**src/rtl/func_vector_sweeper.sv**
```systemverilog
// ---------------------------------------------------------------------------
// func_vector_sweeper
//
// Stimulus/capture stage for a 4-input combinational function block. When a
// start is accepted it walks vec through 0..15 and holds each value for
// SETTLE_CYCLES clocks. On the last clock of each hold period it samples
// f_in into captured[vec]. Each sample is also compared against EXPECTED[vec],
// and the stage keeps a mismatch count and the lowest failing vector.
// When the final vector has been sampled it pulses done for one cycle.
//
// Handshake: start is a level request and busy is its not-ready indication.
// A start is accepted on any rising edge where start==1 and busy==0. That
// covers the IDLE state and the one-cycle DONE state. While busy==1, start
// is ignored entirely. A start held high therefore re-triggers immediately
// after each sweep completes.
//
// Ports
//   clk           in   1   rising-edge clock
//   rst           in   1   synchronous active-high reset (aborts a sweep, no done)
//   start         in   1   begin sweep; sampled only while busy==0
//   f_in          in   1   function block output (combinational from vec)
//   vec           out  4   drive to function block: A=vec[3] B=vec[2] C=vec[1] D=vec[0]
//   busy          out  1   sweep in progress
//   done          out  1   one-cycle pulse: sweep complete, results final
//   captured      out  16  bit n = f_in sampled while vec==n
//   pass          out  1   captured==EXPECTED; valid from done until next start
//   mismatch_cnt  out  5   number of mismatching bits (0..16)
//   fail_valid    out  1   at least one mismatch recorded
//   fail_idx      out  4   lowest mismatching vec; 0 when fail_valid==0
//   state_dbg     out  2   current FSM state (0=IDLE, 1=DRIVE, 2=DONE)
// ---------------------------------------------------------------------------
module func_vector_sweeper #(
    parameter int          SETTLE_CYCLES = 4,
    parameter logic [15:0] EXPECTED      = 16'h754B
) (
    input  logic        clk,
    input  logic        rst,
    input  logic        start,
    input  logic        f_in,
    output logic [3:0]  vec,
    output logic        busy,
    output logic        done,
    output logic [15:0] captured,
    output logic        pass,
    output logic [4:0]  mismatch_cnt,
    output logic        fail_valid,
    output logic [3:0]  fail_idx,
    output logic [1:0]  state_dbg
);

    // A one-cycle settle period still needs a 1-bit counter; it simply stays 0.
    localparam int            CW       = (SETTLE_CYCLES > 1) ? $clog2(SETTLE_CYCLES) : 1;
    localparam logic [CW-1:0] CNT_LAST = CW'(SETTLE_CYCLES - 1);

    typedef enum logic [1:0] {
        ST_IDLE  = 2'd0,
        ST_DRIVE = 2'd1,
        ST_DONE  = 2'd2
    } state_t;

    state_t        state, state_n;
    logic [CW-1:0] cnt, cnt_n;
    logic [3:0]    vec_n;
    logic          busy_n;
    logic          done_n;
    logic [15:0]   captured_n;
    logic          pass_n;
    logic [4:0]    mismatch_cnt_n;
    logic          fail_valid_n;
    logic [3:0]    fail_idx_n;

    logic          sample_now;
    logic          sample_miss;

    assign state_dbg   = state;
    assign sample_now  = (state == ST_DRIVE) && (cnt == CNT_LAST);
    assign sample_miss = (f_in != EXPECTED[vec]);

    // -----------------------------------------------------------------------
    // State and output registers
    // -----------------------------------------------------------------------
    always_ff @(posedge clk) begin
        if (rst) begin
            state        <= ST_IDLE;
            cnt          <= '0;
            vec          <= 4'd0;
            busy         <= 1'b0;
            done         <= 1'b0;
            captured     <= 16'd0;
            pass         <= 1'b0;
            mismatch_cnt <= 5'd0;
            fail_valid   <= 1'b0;
            fail_idx     <= 4'd0;
        end else begin
            state        <= state_n;
            cnt          <= cnt_n;
            vec          <= vec_n;
            busy         <= busy_n;
            done         <= done_n;
            captured     <= captured_n;
            pass         <= pass_n;
            mismatch_cnt <= mismatch_cnt_n;
            fail_valid   <= fail_valid_n;
            fail_idx     <= fail_idx_n;
        end
    end

    // -----------------------------------------------------------------------
    // Next-state and next-output logic
    // -----------------------------------------------------------------------
    always_comb begin
        state_n        = state;
        cnt_n          = cnt;
        vec_n          = vec;
        busy_n         = busy;
        done_n         = 1'b0;
        captured_n     = captured;
        pass_n         = pass;
        mismatch_cnt_n = mismatch_cnt;
        fail_valid_n   = fail_valid;
        fail_idx_n     = fail_idx;

        case (state)
            // IDLE and DONE both accept a start. Accepting a start from DONE
            // gives back-to-back sweeps with no idle cycle between them.
            ST_IDLE, ST_DONE: begin
                state_n = ST_IDLE;
                if (start) begin
                    state_n        = ST_DRIVE;
                    cnt_n          = '0;
                    vec_n          = 4'd0;
                    busy_n         = 1'b1;
                    captured_n     = 16'd0;
                    pass_n         = 1'b0;
                    mismatch_cnt_n = 5'd0;
                    fail_valid_n   = 1'b0;
                    fail_idx_n     = 4'd0;
                end
            end

            ST_DRIVE: begin
                if (sample_now) begin
                    cnt_n           = '0;
                    captured_n[vec] = f_in;
                    if (sample_miss) begin
                        mismatch_cnt_n = mismatch_cnt + 5'd1;
                        if (!fail_valid) begin
                            fail_valid_n = 1'b1;
                            fail_idx_n   = vec;
                        end
                    end
                    if (vec == 4'd15) begin
                        // vec stays at 15; pass includes this last sample.
                        state_n = ST_DONE;
                        done_n  = 1'b1;
                        busy_n  = 1'b0;
                        pass_n  = (mismatch_cnt_n == 5'd0);
                    end else begin
                        vec_n = vec + 4'd1;
                    end
                end else begin
                    cnt_n = cnt + CW'(1);
                end
            end

            default: begin
                state_n = ST_IDLE;
                busy_n  = 1'b0;
            end
        endcase
    end

endmodule

```
**config.mk**
```make
export PLATFORM = sky130hd
export DESIGN_NAME = func_vector_sweeper
export DESIGN_NICKNAME = d
export VERILOG_FILES = /design/src/rtl/func_vector_sweeper.sv
export SDC_FILE = /design/constraint.sdc
export NUM_CORES = 1
export LEC_CHECK = 0
export ABC_CLOCK_PERIOD_IN_PS = 3600
export CAP_MARGIN = 5
export CORE_MARGIN = 2
export CORE_UTILIZATION = 55
export DETAILED_ROUTE_END_ITERATION = 8
export GPL_TIMING_DRIVEN = 0
export PLACE_DENSITY = 0.88
export REMOVE_ABC_BUFFERS = 1
export SLEW_MARGIN = 20
export SYNTH_ARGS = -nofsm -noshare
export SYNTH_HDL_FRONTEND = slang
export SYNTH_SLANG_ARGS = --single-unit
```
**constraint.sdc**
```tcl
create_clock -name clk -period 3.6 [get_ports clk]
set_input_delay 0.72 -clock clk [delete_from_list [all_inputs] [get_ports clk]]
set_output_delay 0.72 -clock clk [all_outputs]
set_load 0.05 [all_outputs]
```
# After elaboration in Yosys (flattened, before gate mapping)
# Memory sizes are Yosys's and may differ from the RTL's. A register that Yosys moved wholly into a read port is not among the register bits.
# Index checks and enable logic that the tools add are counted.
word_totals:
  ff_bits: 37
  romBits: 16
  in_bits: 4
  out_inout_bits: 35
  elab_cells: 86
  n_memories: 1
mem_list:
  columns: ["name", "words", "word_bits", "read_ports", "rd_ports_with_merged_regs", "write_ports", "line", "source"]
  rows:
  - ["(no name shown)", 16, 1, 1, 1, 0, "77", "assign sample_miss = (f_in != EXPECTED[vec]);"]
classes:
  add_sub_neg: 3
  n_lt_le_gt_ge: 2
  eq_ne: 11
  n_mux: 42
  bitwise_logic: 2
  reduce_logical: 15
ops:
  columns: ["op", "count"]
  rows:
  - ["16-bit two-way mux", 2]
  - ["4-bit two-way mux", 8]
  - ["16-bit case mux with 2 select lines", 1]
  - ["5-bit two-way mux", 5]
  - ["16-bit bitwise mux", 1]
  - ["4-bit case mux with 2 select lines", 2]
  - ["1-bit two-way mux", 12]
  - ["4-bit AND reduction", 3]
  - ["2-bit != test, second input constant", 5]
  - ["5-bit case mux with 2 select lines", 1]
  - ["2-bit two-way mux", 4]
  - ["2-bit case mux with 2 select lines", 2]
  - ["1-bit case mux with 2 select lines", 3]
  - ["3-bit AND reduction", 2]
  - ["5-bit by 1-bit adder with 5-bit output, second input constant", 1]
  - ["5-bit zero test", 1]
  - ["4-bit by 5-bit < comparator with 1-bit output, second input constant", 1]
  - ["5-bit AND reduction", 1]
  - ["4-bit by 1-bit adder with 4-bit output, second input constant", 1]
  - ["1-bit demux with 4-bit select", 1]
  - ["2-bit == test, second input constant", 2]
  - ["4-bit == test, second input constant", 1]
  - ["4-bit by 1-bit >= comparator with 1-bit output, second input constant", 1]
  - ["2-bit AND reduction", 2]
  - ["other kinds (10)", 12]

# Longest topological paths before layout
# Gate-level depths: netlist (run 1).
depth:
  word_depth: 10
  mapped_depth: 7
  mapped_depth_nobuf: 7

# Worst setup path before layout (run 1)
# Ideal clock, no wire load.
synth_path:
  kind: "input-to-reg"
  from: "in f_in"
  to: "reg pass"
  setup_time_ns: 0.096
  arrival_ns: 2.065
  required_ns: 3.504
  path_slack_ns: 1.439
  cell_stages: 6
  n_path_buf: 1
  path_cell_list: "buf_6 > xor2_4 > nand4_2 > xnor2_1 > or4_4 > o41ai_2"
synth_via:
  elab_chain_cells: 8
synth_lines:
  columns: ["item", "line", "source"]
  rows:
  - ["from (decl)", "39", "input logic f_in,"]
  - ["1-bit != test", "77", null]
  - ["5-bit two-way mux", "145", "if (sample_miss) begin"]
  - ["5-bit two-way mux", "142", "if (sample_now) begin"]
  - ["5-bit two-way mux", "123", "case (state)"]
  - ["5-bit zero test", "157", "pass_n = (mismatch_cnt_n == 5'd0);"]
  - ["1-bit two-way mux", "152", "if (vec == 4'd15) begin"]
  - ["1-bit two-way mux", "142", null]
  - ["1-bit case mux with 2 select lines", "123", null]
  - ["to (signal assigned)", "101", "pass <= pass_n;"]
  - ["to (decl)", "44", "output logic pass,"]
# No other way between the ends. The select of a mux whose other input is x is not followed.
# A chain may end at the register's enable or synchronous reset.

# Worst setup path after layout (run 1)
layout_path:
  from: "reg state[0] (netlist: state_dbg[0])"
  to: "out state_dbg[0]"
layout_lines:
  columns: ["item", "line", "source"]
  rows:
  - ["from (decl)", "61", "state_t state, state_n;"]
  - ["from (signal assigned)", "95", "state <= state_n;"]
  - ["to (decl)", "48", "output logic [1:0] state_dbg"]
# No word-level cell between the ends.

==> summary.txt, run 1 <==
Clock tree
  • Maximum level of the CTS H-tree: 2
  • Clk sink count: 38
  • Number of buffers on the longest clock path: 2
  • Clock Tree Root: sky130_fd_sc_hd__clkbuf_4
  • Setup Fix Bufs, Post-CTS: 0
  • Cts hold-fix bufs: 0
  • Clock network latency to the later pin of the worst-skew pair: 0.35 ns
  • Clock tree from TritonCTS: yes
  • Post_cts resized: 0
  • CTS Buf Count: 5
  • Clock-pin slew reported for the worst setup and hold paths after clock tree synthesis: 0.12 ns

Yosys
  • Fraction of registers with async set or reset after synthesis: 0%
  • Sequential-to-total area share from yosys stat: 39.8%
  • Multiplexer area fraction after synthesis: 0.589%
  • Area fraction in compound gates after synthesis: 24.7%
  • Synth unique cells: 43
  • Area share of and/or/nand/nor cells after synthesis: 22.5%
  • Post-synth top flop: sky130_fd_sc_hd__dfxtp_1
  • Post-Synthesis Mean Instance Area: 8.21 µm²
  • Synth warnings: 0
  • XOR/XNOR share of the synthesized area: 3.27%
  • Synthesized flop and latch total: 38
  • Count of flip-flops with a built-in enable after synthesis: 0
  • Cells after synthesis: 233
  • Largest family of logic cells by synthesized area: compound AO/OA/AOI/OAI gates
  • Adder-cell area share of the yosys netlist: 3.93%
  • Post-synth design cell area: 1910 µm²

Floorplan
  • IO Pins: 39
  • Core outline area: 3340 µm²
  • Initial cell density of the core: 57.3%
  • Die Width: 63.0 µm
  • Die footprint: 3960 µm²
  • Die outline height: 63.0 µm
  • Number of placement rows: 21

Placement
  • RD Place Congestion: 0.857
  • Placement Setup Slack: 0.684 ns
  • Count of buffers inserted at the top-level ports: 38
  • Detailed-placement wirelength estimate: 2.95 mm
  • Total placed cells including tap cells: 299

Drt
  • Number of routed nets with antenna violations: 0
  • Number of DRC violations after detailed-routing iteration 0: 172
  • DR vias: 1808
  • Final routed DRC violation total: 0
  • Total Routed Length: 4.44 mm
  • Detailed-route wire length per cell: 14.5 µm
  • Router iterations before antenna repair: 4
  • Via density: 5.89

GRT
  • Global-route wire length before repair: 7.51 mm
  • Met3 Usage GRT: 3.96%
  • Total grt overflow: 0
  • Largest net degree at the start of global routing: 38
  • Total global-route track usage: 23.6%
  • Number of antenna violations at the first check in global routing: 0
  • Met1 track utilization from global routing: 30.5%
  • Met2 layer usage reported by global route: 38.2%
  • Number of global-route vias before repair: 1633
  • Busiest grt layer: met2

Worst setup path
  • CP top delay family: buffers and inverters
  • Delay of the slowest cell on the worst path: 0.90 ns
  • Data arrival time of the critical path: 1.91 ns
  • Launch point of the worst reg-to-reg path: cnt[0]
  • CP Max Fanout: 15
  • CP Data Required Time: 2.88 ns
  • Slowest stage cell on the critical path: sky130_fd_sc_hd__clkdlybuf4s50_1
  • Type of element launching the critical path: register
  • Critical setup path kind: reg -> out
  • Startpoint of the worst setup timing path: state_dbg[0]
  • Buffers and inverters on the worst path: 1
  • Kind of capture point of the worst setup path: output port
  • List of cells traversed by the critical path: clkdlybuf4s50_1

STA
  • Ratio of final minimum period to clock period: 73.1%
  • Slew margin rel.: 33.7%
  • Max Fclk: 380 MHz
  • Max-slew violation total from the final report: 0
  • Fin Setup TNS: 0 ns
  • Number of setup violations in the final report: 0
  • Post-route minimum period: 2.63 ns
  • Max Clock Skew: 0.0103 ns
  • Setup repair after global routing missed its margin: false
  • Final setup margin: 0.969 ns
  • Actual slew at the worst max-slew pin: 0.991 ns
  • Number of failing hold endpoints at the final stage: 0

Worst hold path
  • Tightest Hold Check Type: reg -> reg
  • Source of the worst hold timing path: fail_idx[0]

Final layout
  • Sequential standard cell area: 761 µm²
  • Count of antenna diodes in the layout: 0
  • Final cell count without fillers: 307
  • Combined area of the multi-input logic cells: 1050 µm²
  • Fillers: 281
  • Proportion of layout cells with a drive suffix above 1: 6.90%
  • Post-layout utilization of the core: 69.4%
  • Synth-to-Final Area Change: 21.2%
  • Number of nets in the finished design: 270

Power and ir drop
  • Total power draw: 0.731 mW
  • Max IR drop VDD: 249 µV
  • Power density relative to cell area: 315 nW/µm²
  • Static power due to leakage: 0.831 nW

Run status
  • Result of the run: finished, final reports clean

Flow run
  • Max-capacitance violation count: 0
## routing by layer
layer / wire length (µm) / vias to the layer above
li1: - / 891
met1: 1980 / 852
met2: 2080 / 57
met3: 296 / 8
met4: 78 / 0
met5: 0 / -
## cell families (layout without fill, tap and decap cells)
family / after synthesis / after routing
AO/OA/AOI/OAI: 82 / 82
multiplexers: 1 / 1
flip-flops: 38 / 38
buffers and inverters: 21 / 49
adder cells (fa/ha/maj): 6 / 6
XOR/XNOR: 5 / 5
AND/OR/NAND/NOR: 80 / 80
## per-stage QoR
step / instance area (µm²) / hold WS, ns
6_report: 2320 / 0.461
3_5_place_dp: 2260 / 0.445
3_3_place_gp: 2260 / 0.442
4_1_cts: 2320 / 0.461
5_1_grt: 2320 / 0.493
2_1_floorplan: 1820 / 0.517
## synthesized netlist by cell type (2+ instances only)
| cell type | instances | area (µm²) |
|---|---|---|
| sky130_fd_sc_hd__inv_1 | 3 | 11.3 |
| sky130_fd_sc_hd__and3_2 | 3 | 22.5 |
| sky130_fd_sc_hd__nand4_1 | 10 | 62.6 |
| sky130_fd_sc_hd__nand2_1 | 23 | 86.3 |
| sky130_fd_sc_hd__and3_1 | 2 | 12.5 |
| sky130_fd_sc_hd__o21ai_1 | 2 | 10.0 |
| sky130_fd_sc_hd__a21oi_1 | 46 | 230 |
| sky130_fd_sc_hd__o31ai_1 | 2 | 15.0 |
| sky130_fd_sc_hd__ha_1 | 6 | 75.1 |
| sky130_fd_sc_hd__nor2_1 | 16 | 60.1 |
| sky130_fd_sc_hd__o211ai_1 | 2 | 15.0 |
| sky130_fd_sc_hd__nand2b_1 | 3 | 18.8 |
| sky130_fd_sc_hd__nor2b_1 | 4 | 25.0 |
| sky130_fd_sc_hd__dfxtp_1 | 38 | 761 |
| sky130_fd_sc_hd__nand3_1 | 7 | 35.0 |
| sky130_fd_sc_hd__clkbuf_1 | 9 | 33.8 |
| sky130_fd_sc_hd__a21o_1 | 2 | 15.0 |
| sky130_fd_sc_hd__buf_2 | 6 | 30.0 |
| sky130_fd_sc_hd__a211oi_1 | 2 | 15.0 |
| sky130_fd_sc_hd__xnor2_1 | 4 | 35.0 |
| sky130_fd_sc_hd__o21ai_0 | 16 | 80.1 |
| sky130_fd_sc_hd__nor3_1 | 3 | 15.0 |
| sky130_fd_sc_hd__a22oi_1 | 4 | 30.0 |
## path summary, 6_finish.rpt
check / end / slack [ns] / depth (start not counted)
worst min-delay path: fail_idx[0] / 0.46 / 2
worst max register to register: captured[6] / 1.21 / 5
worst min register to register: fail_idx[0] / 0.46 / 2
worst max-delay path: state_dbg[0] / 0.97 / 1
## report_power, final
group / total (mW) / internal (mW) / switching (mW)
Sequential: 0.429 / 0.424 / 0.00559
Clock: 0.236 / 0.0947 / 0.141
Combinational: 0.0658 / 0.0196 / 0.0462
Total: 0.731 / 0.538 / 0.193
## area by class of cell
class / count / area share (%)
clock buffer: 7 / 2.38
timing repair buffer: 38 / 16.2
inverter: 3 / 0.486
multi-input combinational: 174 / 45.4
clock inverter: 1 / 0.216
tap: 46 / 2.48
sequential: 38 / 32.8
## sequential cells by signal, summed over array words and instances (netlist names), named ones only
name and flops:
busy 1, state_dbg 2, captured 16, vec 4, done 1, cnt 2, fail_idx 4, pass 1
fail_valid 1, mismatch_cnt 5
## placed cells by master, fill, tap and decap left out, types with 5 or more instances in the layout
cell / Yosys / final
sky130_fd_sc_hd__a21oi_1: 46 / 46
sky130_fd_sc_hd__dfxtp_1: 38 / 38
sky130_fd_sc_hd__clkdlybuf4s50_1: 0 / 37
sky130_fd_sc_hd__nand2_1: 23 / 23
sky130_fd_sc_hd__nor2_1: 16 / 16
sky130_fd_sc_hd__o21ai_0: 16 / 16
sky130_fd_sc_hd__nand4_1: 10 / 10
sky130_fd_sc_hd__nand3_1: 7 / 7
sky130_fd_sc_hd__ha_1: 6 / 6
sky130_fd_sc_hd__clkbuf_4: 0 / 5
(Power assumes the default switching activity.)
==> inputs of run 2 (changes only) <==
Settings changed: ABC_CLOCK_PERIOD_IN_PS 3600 to 2100, CORE_UTILIZATION 55 to 46, PLACE_DENSITY 0.88 to 0.79.
Clock period 3.6 ns to 2.1 ns, I/O delays scaled along.
==> summary.txt, run 2 (synthesis gave the netlist of run 1 again) <==
Run status
  • Result of the run: finished, final reports clean

Placement
  • Total placed cells including tap cells: 303
  • Count of buffers inserted at the top-level ports: 38
  • RD Place Congestion: 0.772
  • Detailed-placement wirelength estimate: 2.95 mm

Final layout
  • Proportion of layout cells with a drive suffix above 1: 9.27%
  • Most common library cell in the layout ignoring fill and taps: sky130_fd_sc_hd__a21oi_1
  • Top register by number of flip-flops: captured
  • Synth-to-Final Area Change: 23.4%
  • Flip-flop count of the largest register after layout: 16
  • Top library cells by usage in the layout, fill and taps aside: 46 x sky130_fd_sc_hd__a21oi_1, 36 x sky130_fd_sc_hd__dfxtp_1, 30 x sky130_fd_sc_hd__clkdlybuf4s50_1
  • Count of antenna diodes in the layout: 0
  • Post-layout utilization of the core: 59.0%
  • Final cell count without fillers: 309
  • Number of nets in the finished design: 270
  • Biggest regs: captured: 16 flops, mismatch_cnt: 5 flops

Floorplan
  • Initial cell density of the core: 47.8%
  • IO Pins: 39
  • Die outline height: 68.5 µm
  • Core outline area: 4000 µm²
  • Die Width: 68.5 µm
  • Die footprint: 4690 µm²
  • Number of placement rows: 23

Worst setup path
  • Startpoint of the worst setup timing path: mismatch_cnt[2]
  • Cell count of the worst reg-to-reg path: 5
  • Slowest stage cell on the critical path: sky130_fd_sc_hd__clkdlybuf4s50_1
  • Critical setup path kind: reg -> out
  • Launch point of the worst reg-to-reg path: state_dbg[0]
  • Type of element launching the critical path: register
  • List of cells traversed by the critical path: clkdlybuf4s50_1
  • CP Max Fanout: 5
  • CP top delay family: buffers and inverters
  • Cell count along the critical path: 1
  • Kind of capture point of the worst setup path: output port
  • CP Data Required Time: 1.68 ns
  • Delay of the slowest cell on the worst path: 0.84 ns
  • Buffers and inverters on the worst path: 1
  • Data arrival time of the critical path: 1.58 ns

Drt
  • Detailed-route wire length per cell: 14.5 µm
  • DR vias: 1800
  • Router iterations before antenna repair: 4
  • Total Routed Length: 4.49 mm
  • Number of DRC violations after detailed-routing iteration 0: 146
  • Final routed DRC violation total: 0
  • Number of routed nets with antenna violations: 0
  • Via density: 5.83

Clock tree
  • Clock network latency to the later pin of the worst-skew pair: 0.29 ns
  • Clock Tree Root: sky130_fd_sc_hd__clkbuf_8
  • Clock tree from TritonCTS: yes
  • Number of buffers on the longest clock path: 2
  • Setup Fix Bufs, Post-CTS: 0
  • CTS Buf Count: 5
  • Clock-pin slew reported for the worst setup and hold paths after clock tree synthesis: 0.07 ns
  • Cts hold-fix bufs: 0
  • Clk sink count: 38
  • Maximum level of the CTS H-tree: 2

Flow run
  • Max-capacitance violation count: 0

STA
  • Slew margin rel.: 55.2%
  • Actual slew at the worst max-slew pin: 0.673 ns
  • Ratio of final minimum period to clock period: 95.1%
  • Max Fclk: 501 MHz
  • Setup repair after global routing missed its margin: false
  • Number of setup violations in the final report: 0
  • Post-route minimum period: 2.00 ns
  • Max Clock Skew: 0.00684 ns
  • Max-slew violation total from the final report: 0
  • Number of failing hold endpoints at the final stage: 0

Worst hold path
  • Tightest Hold Check Type: reg -> reg
  • Source of the worst hold timing path: fail_idx[0]
  • Cells on Worst Hold Path: 2

GRT
  • Number of antenna violations at the first check in global routing: 0
  • Global-route wire length before repair: 7.42 mm
  • Largest net degree at the start of global routing: 38
  • Total grt overflow: 0
  • Number of global-route vias before repair: 1641
  • Total global-route track usage: 21.1%

Power and ir drop
  • Total power draw: 1.34 mW
  • Static power due to leakage: 0.866 nW
  • Power density relative to cell area: 570 nW/µm²
  • Max IR drop VDD: 405 µV
## run 2: cell count changes in the layout (fill, tap and decap cells not counted), sizes merged
cell / change
clkdlybuf4s50: -7
dlygate4sd2: +6
clkinv: -1
## run 2: routing by layer
metal	up-vias	wire [µm]	track usage, %
li1	884	-	-
met2	58	2100	33.9
met1	848	2070	27.9
met3	10	261	4.44
met5	-	0	0
met4	0	60	7.25
## run 2: area by class of cell
type | count | area, µm²
Inverter | 3 | 11.3
Clock buffer | 6 | 82.6
Multi-Input combinational cell | 174 | 1080
Timing Repair Buffer | 38 | 363
Sequential cell | 38 | 763
Fill cell | 392 | 1640
Tap cell | 50 | 62.6
## run 2: worst register-to-register path, delay by kind of cell (launching register included)
kind | cells | cell delay (ns)
AOI/OAI and AO/OA | 3 | 0.48
DFF | 1 | 0.68
and+or+nand+nor | 2 | 0.76
## run 2: timing repair
action | CTS | global route
gates resized for setup | 11 | 7
setup endpoints to repair | 27 | 19
pin swaps | 0 | 0
## run 2: final timing paths
path,slack [ns],end
setup / recovery,0.10,mismatch_cnt[2]
hold / removal,0.46,fail_idx[0]
setup reg to reg,0.11,register
hold reg to reg,0.46,fail_idx[0]
## run 2: stage by stage
step                      hold slack (ns)  setup slack [ns]  area [µm²]  setup TNS [ns]
after floorplan                     0.489            -0.138        1820          -0.249
after global placement              0.444            -0.575        2270           -6.96
after detailed placement            0.448            -0.494        2260           -5.97
after CTS                           0.457           0.00961        2350               0
after global routing                0.486            0.0154        2360               0
final                               0.456             0.103        2360               0
## run 2: report_power, final
part           switching, mW  internal, mW  leakage (nW)
Combinational         0.0786        0.0329         0.515
Clock                  0.243         0.253        0.0431
Sequential            0.0105         0.726         0.308
==> inputs of run 3 (changes only) <==
Settings changed: CORE_MARGIN 2 to default.
==> summary.txt, run 3 (synthesis gave the netlist of run 1 again) <==
Final layout
  • Final cell count without fillers: 309
  • Synth-to-Final Area Change: 23.7%
  • Top register by number of flip-flops: captured
  • Count of antenna diodes in the layout: 0
  • Top library cells by usage in the layout, fill and taps aside: 46 x sky130_fd_sc_hd__a21oi_1, 37 x sky130_fd_sc_hd__dfxtp_1, 30 x sky130_fd_sc_hd__clkdlybuf4s50_1
  • Total non-filler cell area in the finished layout: 2360 µm²
  • Flip-flop count of the largest register after layout: 16
  • Number of nets in the finished design: 270
  • Most common library cell in the layout ignoring fill and taps: sky130_fd_sc_hd__a21oi_1
  • Proportion of layout cells with a drive suffix above 1: 9.27%
  • Biggest regs: captured: 16 flops, mismatch_cnt: 5 flops
  • Post-layout utilization of the core: 59.1%
  • Fillers: 378

STA
  • Number of setup violations in the final report: 0
  • Final setup margin: 0.0806 ns
  • Actual slew at the worst max-slew pin: 0.690 ns
  • Post-route worst hold slack: 0.452 ns
  • Fin Setup TNS: 0 ns
  • Post-route minimum period: 2.02 ns
  • Slew margin rel.: 54.0%
  • Max-slew violation total from the final report: 0
  • Ratio of final minimum period to clock period: 96.2%
  • Number of failing hold endpoints at the final stage: 0
  • Setup repair after global routing missed its margin: false
  • Max Clock Skew: 0.00720 ns
  • Max Fclk: 495 MHz

Placement
  • Placement Setup Slack: -0.489 ns
  • Count of buffers inserted at the top-level ports: 38
  • Cell Area, Placed: 2260 µm²
  • Total placed cells including tap cells: 303
  • RD Place Congestion: 0.795
  • Detailed-placement wirelength estimate: 2.87 mm

Floorplan
  • Die footprint: 4420 µm²
  • Initial cell density of the core: 47.8%
  • IO Pins: 39
  • Number of placement rows: 23
  • Core outline area: 4000 µm²
  • Die outline height: 66.5 µm
  • Die Width: 66.5 µm

Flow run
  • Max-capacitance violation count: 0

Worst setup path
  • CP Data Required Time: 2.30 ns
  • Data arrival time of the critical path: 2.22 ns
  • Type of element launching the critical path: register
  • Kind of capture point of the worst setup path: register
  • List of cells traversed by the critical path: ha_4, and3_2, or4_1, a21boi_2, a21bo_1, o31ai_1
  • Cell count of the worst reg-to-reg path: 6
  • CP Max Fanout: 13
  • Slowest stage cell on the critical path: sky130_fd_sc_hd__or4_1
  • Buffers and inverters on the worst path: 0
  • Delay of the slowest cell on the worst path: 0.51 ns
  • Cell count along the critical path: 6
  • CP top delay family: simple AND/OR/NAND/NOR gates
  • Critical setup path kind: reg -> reg

Drt
  • Number of DRC violations after detailed-routing iteration 0: 125
  • Final routed DRC violation total: 0
  • Router iterations before antenna repair: 4
  • Total Routed Length: 4.31 mm
  • Detailed-route wire length per cell: 14.0 µm
  • Number of routed nets with antenna violations: 0
  • Via density: 5.78
  • DR vias: 1787

Power and ir drop
  • Total power draw: 1.33 mW
  • Static power due to leakage: 0.905 nW
  • Power density relative to cell area: 564 nW/µm²
  • Max IR drop VDD: 411 µV

Clock tree
  • Cts hold-fix bufs: 0
  • Clock tree from TritonCTS: yes
  • Number of buffers on the longest clock path: 2
  • Clk sink count: 38
  • Clock Tree Root: sky130_fd_sc_hd__clkbuf_8
  • Clock-pin slew reported for the worst setup and hold paths after clock tree synthesis: 0.07 ns
  • Maximum level of the CTS H-tree: 2
  • CTS Buf Count: 5
  • Clock network latency to the later pin of the worst-skew pair: 0.28 ns

Worst hold path
  • Cells on Worst Hold Path: 2
  • Tightest Hold Check Type: reg -> reg

GRT
  • Largest net degree at the start of global routing: 38
  • Total grt overflow: 0
  • Number of antenna violations at the first check in global routing: 0
  • Global-route wire length before repair: 7.10 mm
  • Number of global-route vias before repair: 1583
  • Total global-route track usage: 21.1%

Run status
  • Result of the run: finished, final reports clean
## run 3: changes by cell type in the layout (fill, tap and decap cells not counted)
cell                             change
sky130_fd_sc_hd__nor2_2              +1
sky130_fd_sc_hd__nor2_4              -1
sky130_fd_sc_hd__dlygate4sd2_1       -3
sky130_fd_sc_hd__and3_2              +1
sky130_fd_sc_hd__dfxtp_1             +1
sky130_fd_sc_hd__dfxtp_2             -1
sky130_fd_sc_hd__dlymetal6s2s_1      +3
sky130_fd_sc_hd__o21ai_1             -1
sky130_fd_sc_hd__o21ai_0             +1
sky130_fd_sc_hd__and3_1              -1
## run 3: per-layer routing
metal  vias up  global-route usage [%]  part of all wire (%)
li1        886                       -                     -
met1       839                    27.7                    48
met2        58                    33.8                    45
met3         4                    5.99                   5.6
met4         0                    5.59                  0.67
met5         -                       0                     0
## run 3: path summary, 6_finish.rpt
check	startpoint	end	slack [ns]
min reg2reg	fail_idx[1]	fail_idx[1]	0.45
min	fail_idx[1]	fail_idx[1]	0.45
max	vec[1]	register	0.08
max reg2reg	vec[1]	register	0.08
## run 3: power by group
part	internal, mW	switching [mW]
registers	0.726	0.00968
logic	0.0321	0.0780
clock network	0.253	0.234
## run 3: tightest hold or removal path, cell delays in order, from the launching register on
cell and delay (ns):
sky130_fd_sc_hd__dfxtp_1 0.31, sky130_fd_sc_hd__nand2_1 0.05, sky130_fd_sc_hd__a21oi_1 0.05
## run 3: layout make-up
| class | instances | area [µm²] | share of cell area (%) |
|---|---|---|---|
| clock buffers | 6 | 82.6 | 3.49 |
| inverters | 3 | 11.3 | 0.476 |
| multi-input cells | 174 | 1070 | 45.3 |
| flip-flops and latches | 38 | 762 | 32.2 |
| well taps | 50 | 62.6 | 2.65 |
| repair buffers | 38 | 374 | 15.8 |
## run 3: what timing repair did
action,CTS,global route
resized for setup,7,9
buffers inserted,0,0
endpoints found under the setup margin,24,21
